$ cat src/rtl/uba_rdresp.sv
// UBA register read responder: decodes IO reads of the paging RAM, UBASR and UBAMR
// and returns the word with a one-cycle acknowledge. Option macro: UBAMR_RDBK_EN.
module uba_rdresp #(
   parameter logic [0:3]  ubaNUM  = 4'd3,
   parameter logic [0:17] ubaBASE = 18'o763000
) (
   input  logic        clk,
   input  logic        rst,
   input  logic        busREQI,
   input  logic        busREADI,
   input  logic        busIOI,
   input  logic [0:35] busADDRI,
   input  logic [0:35] regUBASR,
   input  logic        regUBAMR,
   input  logic [0:35] pageDATA,
   output logic [0:5]  pageADDR,
   output logic        busACKO,
   output logic [0:35] busDATAO,
   output logic        busy
);

   localparam logic [1:0] ST_IDLE  = 2'd0;
   localparam logic [1:0] ST_RAMWT = 2'd1;
   localparam logic [1:0] ST_ACK   = 2'd2;

   localparam logic [1:0] SEL_PAGE = 2'd0;
   localparam logic [1:0] SEL_SR   = 2'd1;
   localparam logic [1:0] SEL_MR   = 2'd2;

   logic [1:0]  state_q, state_d;
   logic [1:0]  sel_q, sel_d;
   logic [0:5]  page_addr_q, page_addr_d;
   logic        ack_q, ack_d;
   logic        busy_q, busy_d;

   logic [0:17] reg_off_s;
   logic        bus_rd_s;
   logic        hit_page_s;
   logic        hit_sr_s;
   logic        hit_mr_s;
   logic [0:35] mr_word_s;
   logic        unused_s;

   // Offset from the register page base; paging occupies offsets 0..077.
   assign reg_off_s = busADDRI[18:35] - ubaBASE;

   // Address decode of an IO read aimed at this bridge.
   always_comb begin
      bus_rd_s   = busREQI & busREADI & busIOI & (busADDRI[14:17] == ubaNUM);
      hit_page_s = bus_rd_s & (reg_off_s < 18'o000100);
      hit_sr_s   = bus_rd_s & (reg_off_s == 18'o000100);
      hit_mr_s   = bus_rd_s & (reg_off_s == 18'o000101);
   end

`ifdef UBAMR_RDBK_EN
   // MR diagnostic readback: CR bit in bit 35.
   assign mr_word_s = {35'b0, regUBAMR};
   assign unused_s  = ^busADDRI[0:13];
`else
   // CR always reads back as zero on this hardware.
   assign mr_word_s = 36'b0;
   assign unused_s  = ^{busADDRI[0:13], regUBAMR};
`endif

   // Next-state logic; requests seen outside IDLE are dropped.
   always_comb begin
      state_d     = state_q;
      sel_d       = sel_q;
      page_addr_d = page_addr_q;
      ack_d       = 1'b0;
      busy_d      = 1'b0;
      case (state_q)
         ST_IDLE: begin
            if (hit_page_s) begin
               state_d     = ST_RAMWT;
               sel_d       = SEL_PAGE;
               page_addr_d = busADDRI[30:35];
               busy_d      = 1'b1;
            end else if (hit_sr_s || hit_mr_s) begin
               state_d     = ST_ACK;
               sel_d       = hit_sr_s ? SEL_SR : SEL_MR;
               page_addr_d = busADDRI[30:35];
               ack_d       = 1'b1;
               busy_d      = 1'b1;
            end else begin
               state_d = ST_IDLE;
            end
         end
         ST_RAMWT: begin
            state_d = ST_ACK;
            ack_d   = 1'b1;
            busy_d  = 1'b1;
         end
         ST_ACK: begin
            state_d = ST_IDLE;
         end
         default: begin
            state_d = ST_IDLE;
         end
      endcase
   end

   // State and output registers.
   always_ff @(posedge clk or posedge rst) begin
      if (rst) begin
         state_q     <= ST_IDLE;
         sel_q       <= SEL_PAGE;
         page_addr_q <= 6'o00;
         ack_q       <= 1'b0;
         busy_q      <= 1'b0;
      end else begin
         state_q     <= state_d;
         sel_q       <= sel_d;
         page_addr_q <= page_addr_d;
         ack_q       <= ack_d;
         busy_q      <= busy_d;
      end
   end

   // Read data is steered by registered ack/select so SR and RAM words are current in the ACK cycle.
   always_comb begin
      busDATAO = 36'b0;
      if (ack_q) begin
         case (sel_q)
            SEL_PAGE: busDATAO = pageDATA;
            SEL_SR:   busDATAO = regUBASR;
            SEL_MR:   busDATAO = mr_word_s;
            default:  busDATAO = 36'b0;
         endcase
      end else begin
         busDATAO = 36'b0;
      end
   end

   assign pageADDR = page_addr_q;
   assign busACKO  = ack_q;
   assign busy     = busy_q;

endmodule
$ cat config.mk
export PLATFORM = sky130hd
export DESIGN_NAME = uba_rdresp
export DESIGN_NICKNAME = d
export VERILOG_FILES = /design/src/rtl/uba_rdresp.sv
export SDC_FILE = /design/constraint.sdc
export NUM_CORES = 1
export LEC_CHECK = 0
export BUFFER_PORTS_ARGS = -buffer_cell sky130_fd_sc_hd__buf_2
export CORE_MARGIN = 5
export CORE_UTILIZATION = 27
export CTS_CLUSTER_DIAMETER = 150
export DETAILED_ROUTE_END_ITERATION = 8
export GPL_TIMING_DRIVEN = 0
export PLACE_DENSITY = 0.74
export SKIP_CTS_REPAIR_TIMING = 1
export SYNTH_ARGS = -nofsm -noshare
export SYNTH_HDL_FRONTEND = slang
export SYNTH_SLANG_ARGS = --single-unit
$ cat constraint.sdc
create_clock -name clk -period 1.51 [get_ports clk]
set_input_delay 0.151 -clock clk [delete_from_list [all_inputs] [get_ports clk]]
set_output_delay 0.151 -clock clk [all_outputs]
set_load 0.05 [all_outputs]
==> results of run 1 <==
sequential cells by signal, indices dropped and copies added (netlist names):
name      flops
busACKO       1
busy          1
pageADDR      6
sel_q         2
state_q       1
kinds of logic after synthesis:
| logic type | Yosys count | synth area share [%] |
|---|---|---|
| buf+inv | 12 | 5.23 |
| mux | 42 | 41.0 |
| fa+ha+maj | 1 | 1.14 |
| xor+xnor | 1 | 0.797 |
| simple gates | 56 | 23.1 |
| compound gates | 6 | 3.75 |
| flops | 11 | 25.0 |
report_power, final:
| group | switching, W | internal, W | leakage [nW] |
|---|---|---|---|
| Sequential | 0.0000000158 | 0.000295 | 0.142 |
| Combinational | 0.000141 | 0.000167 | 1.24 |
| Clock | 0.000117 | 0.000186 | 0.0228 |
| Total | 0.000257 | 0.000648 | 1.40 |
layer usage:
layer  wire, um  track usage [%]
met5          0                0
met4         48             2.41
met3        552             3.83
met2       3090             28.1
met1       1890             15.4
synth_stat cells, drive strengths merged:
| library cell | n |
|---|---|
| nor2 | 42 |
| mux2i | 36 |
| dfrtp | 11 |
| mux2 | 6 |
| buf | 5 |
| inv | 4 |
| clkbuf | 3 |
| nand4 | 3 |
| nor4 | 3 |
| o22ai | 2 |
| a22o | 1 |
| a31oi | 1 |
| a41oi | 1 |
| and4 | 1 |
| ha | 1 |
| nand2 | 1 |
| nand2b | 1 |
| nand3 | 1 |
| nand4bb | 1 |
| nor2b | 1 |
| o21ai | 1 |
| or4 | 1 |
| or4b | 1 |
| xor2 | 1 |
cell type report:
type | count | area [um^2]
Fill cell | 261 | 1000
Sequential cell | 11 | 277
Tap cell | 50 | 62.6
Inverter | 4 | 15.0
Multi-Input combinational cell | 106 | 1370
Buffer | 8 | 144
Timing Repair Buffer | 149 | 1060
Clock buffer | 4 | 45.0
worst max-delay path, delay by kind of cell (launching register included):
| kind | cells | cell delay, ps |
|---|---|---|
| buffers and inverters | 3 | 530 |
| flip-flops | 1 | 360 |
| multiplexers | 1 | 270 |
| AND/OR/NAND/NOR | 1 | 60 |
metrics by stage:
step / instances / hold WS (ps) / setup slack (ps)
6_report: 332 / 111 / -113
5_1_grt: 332 / 131 / -174
4_1_cts: 325 / -96.1 / -512
3_5_place_dp: 321 / 161 / -250
3_3_place_gp: 321 / 160 / -230
2_1_floorplan: 129 / 3.37 / -96.9
worst max path at each step:
stage                         endpoint  slack [ps]      from  cells past startpoint
after floorplan            busDATAO[0]        -100   busACKO                      2
after global placement    busDATAO[29]        -230  sel_q[0]                      5
after detailed placement  busDATAO[29]        -250  sel_q[0]                      5
after CTS                 busDATAO[29]        -510  sel_q[0]                      5
after global routing      busDATAO[10]        -170  sel_q[0]                      5
final                     busDATAO[10]        -110  sel_q[0]                      5
cell usage in the layout (no fill, tap or decap), types with 3 or more instances in the layout:
master / n
buf_2: 107
buf_6: 30
nor2_4: 30
mux2i_4: 27
nor2_1: 12
dfrtp_1: 10
mux2_4: 6
buf_8: 6
mux2i_1: 6
inv_1: 4
nand4_1: 3
buf_12: 3
mux2i_2: 3
clkbuf_8: 3
clkbuf_16: 3
clkbuf_4: 3
==> flow_summary.yaml, run 1 <==
detailed_routing:
  drt-initial-drc-count: 55
  routed-via-count: 1623
  viasPerCell: 4.89
  wl_per_cell_um: 16.8
  totalWireLength_um: 5570
  drc: 0
  drtPass1Iterations: 4
  antenna_left: 0
critical_path:
  slowest_delay_ps: 360
  required_ps: 1360
  crit_chain: "buf_12 -> buf_12 -> mux2i_2 -> nor2_4 -> clkbuf_4"
  worstReg2RegEnd: "pageADDR[4]"
  timing.rr.start: "busACKO"
  cp-start-kind: "flop"
  crit_arrival_ps: 1470
  crit_top_cell: "buf_12"
  crit_fanout: 10
  worst-r2r-cell-count: 4
  reg2reg_slack_ps: -30
  slowest_stage: "dfrtp_1"
  path_class: "reg -> out"
  endpoint_kind: "output pin"
power_and_ir_drop:
  power_w: 0.000905
  static-leakage-power_nw: 1.40
  cellPowerDensity_nw_per_um2: 305
  vdd_ir_drop_max_v: 0.000405
placement:
  dpl_cell_area_um2: 2120
  hpwl_um: 3810
  io_buffers: 142
  gp_congestion: 0.689
worst_hold_path:
  min_to: "state_q[0]"
  hold_path_depth: 2
  hold_path.class: "in -> reg"
  min_from: "busADDRI[29]"
die:
  die_h_um: 73.8
  core-area_um2: 3970
  start_util_pct: 27.7
  io_pins: 158
  die_area_um2: 5450
  row_count: 23
  die_w_um: 73.8
global_route:
  grt_pass1_vias: 1482
  grt_pass1_wl_um: 6370
  antenna_found_initial: 0
  overflow: 0
  grt_usage_pct: 14.4
  grt_start_max_net_pins: 12
timing:
  post-route-period-util_pct: 108
  setup_viol: 39
  post-route-min-period_ps: 1620
  fmax_mhz: 616
  maxSlewHeadroom_pct: 72.4
  worstMarginPinSlew_ps: 414
  fin_tns_setup_ps: -2110
  slew_viol_final: 0
  worst_slack_ps: -113
  rsz0062_at_grt: "true"
  finalHoldViolCount: 0
  skew_ps: 1.97
synthesis:
  yosysWarnings: 0
  synth_top_area_share_pct: 32.8
  synth_seq_cells: 11
  synth_nets: 244
  syn_area_um2: 1100
  synth_area_leaders: "mux2i_1, dfrtp_1, nor2_1"
  post-synth-top-area-cell: "mux2i_1"
  yosysSeqAreaShare_pct: 25.0
  avgSynthCellArea_um2: 8.53
  synthDistinctLibCells: 25
  synth_cells: 129
cells_and_area:
  drive_gt1_share_pct: 82.3
  nNetsFinal: 398
  antenna_cells: 0
  postLayoutCellArea_um2: 2970
  area_growth_pct: 170
  final_core_util_pct: 74.7
flow_run:
  cap_violations: 0
cts:
  cts-root-buf: "clkbuf_8"
  htree_levels: 1
  cts_tree: "built"
  clock_latency_ps: 240
  clock_path_buffers: 2
  cts.sinks: 11
  cts_buffers: 3
  clk_pin_slew_ps: 50
outcome:
  violations: "negative setup slack"
  status: "finished with violations"
Note: power is estimated with default switching activity, not from simulation.
==> run 2, diff against run 1 <==
RECOVER_POWER = 50   (was unset)
==> run 2 against run 1 <==
Compared with the run above:
- the flow still finishes with violations (negative setup slack)
- register-to-register slack about the same
- wire length hardly changed
- clock skew is the same
- cell count did not move
- count of clock-buffer cells in the layout did not move
- sequential share of layout area about the same
- non-clock buffer count unchanged
- critical endpoint unchanged
==> flow_summary.yaml, run 2 (synthesis results as in run 1) <==
global_route:
  grt_start_max_net_pins: 12
  overflow: 0
  grt_pass1_wl_um: 6370
  grt_usage_pct: 14.4
  antenna_found_initial: 0
  grt_pass1_vias: 1482
cts:
  cts.sinks: 11
  cts_tree: "built"
  clock_latency_ps: 240
  htree_levels: 1
  cts-root-buf: "clkbuf_8"
  clock_path_buffers: 2
  cts_buffers: 3
  clk_pin_slew_ps: 50
critical_path:
  crit_fanout: 10
  endpoint_kind: "output pin"
  required_ps: 1360
  path_class: "reg -> out"
  crit_arrival_ps: 1470
  cp-start-kind: "flop"
timing:
  worstMarginPinSlew_ps: 609
  fin_tns_setup_ps: -2110
  setup_viol: 39
  slew_viol_final: 0
  whs_ps: 111
  post-route-period-util_pct: 107
  finalHoldViolCount: 0
  maxSlewHeadroom_pct: 59.5
  rsz0062_at_grt: "true"
  fmax_mhz: 616
  worst_slack_ps: -113
  skew_ps: 1.97
  post-route-min-period_ps: 1620
power_and_ir_drop:
  vdd_ir_drop_max_v: 0.000405
  static-leakage-power_nw: 1.40
  cellPowerDensity_nw_per_um2: 305
die:
  die_w_um: 73.8
  die_area_um2: 5450
  core-area_um2: 3970
  io_pins: 158
  start_util_pct: 27.7
  row_count: 23
  die_h_um: 73.8
detailed_routing:
  viasPerCell: 4.89
  wl_per_cell_um: 16.8
  antenna_left: 0
  drt-initial-drc-count: 42
  drc: 0
  drtPass1Iterations: 4
  routed-via-count: 1625
  totalWireLength_um: 5580
cells_and_area:
  nNetsFinal: 398
  area_growth_pct: 170
  layout_common_cells: "buf_2, buf_6, nor2_4"
  drive_gt1_share_pct: 81.9
  finalNonFillerCells: 332
  layout_commonest_cell: "buf_2"
  antenna_cells: 0
  largest_reg_flops: 6
placement:
  io_buffers: 142
  post-place-ws_ps: -250
  hpwl_um: 3810
  place_inst: 321
  gp_congestion: 0.689
flow_run:
  cap_violations: 0
outcome:
  status: "finished with violations"
  violations: "negative setup slack"
worst_hold_path:
  hold_path.class: "in -> reg"
[run 2: cell types whose count changed in the layout (fill, tap and decap cells not counted), sizes merged]
| cell | change |
|---|---|
| buf | -1 |
| clkbuf | +1 |
[run 2: layout make-up]
type / instances / area [um^2]
multi-input combinational: 106 / 1370
timing repair buffer: 149 / 1060
fill: 262 / 1000
sequential: 11 / 277
buffer: 8 / 144
tap: 50 / 62.6
clock buffer: 4 / 45.0
inverter: 4 / 15.0
[run 2: per-layer routing]
layer	track usage [%]	wire length [um]	share of wire (%)	up-vias
li1	-	-	-	765
met1	15.4	1880	34	761
met2	28.1	3090	55	93
met3	3.83	557	10	6
met4	2.41	48	0.86	0
met5	0	0	0	-
[run 2: worst paths after layout]
check,startpoint,endpoint,slack (ps),cells after the start
max,sel_q[0],busDATAO[10],-110,5
min,busADDRI[29],state_q[0],110,2
max reg2reg,busACKO,pageADDR[4],-30,4
min reg2reg,pageADDR[3],pageADDR[3],510,1
max in group asynchronous,rst,busACKO,760,3
min in group asynchronous,rst,sel_q[1],440,3
[run 2: worst max-delay path: stages, from the launching register on]
cell      delay [ps]
dfrtp_1          360
buf_12           170
buf_12           150
mux2i_2          270
nor2_4            60
clkbuf_4         210
[run 2: report_power, final]
group | switching [W] | internal [W]
registers | 0.0000000158 | 0.000295
clock network | 0.000117 | 0.000186
logic | 0.000141 | 0.000167
total | 0.000257 | 0.000648
[run 2: stage by stage]
step / power, W / cell area, um^2 / utilization (%)
after floorplan: 0.000376 / 1350 / -
after global placement: 0.000504 / 2120 / 53.4
after global routing: 0.000936 / 2970 / 74.7
after CTS: 0.000810 / 2170 / 54.6
after detailed placement: 0.000511 / 2120 / 53.4
final: 0.000905 / 2970 / 74.7
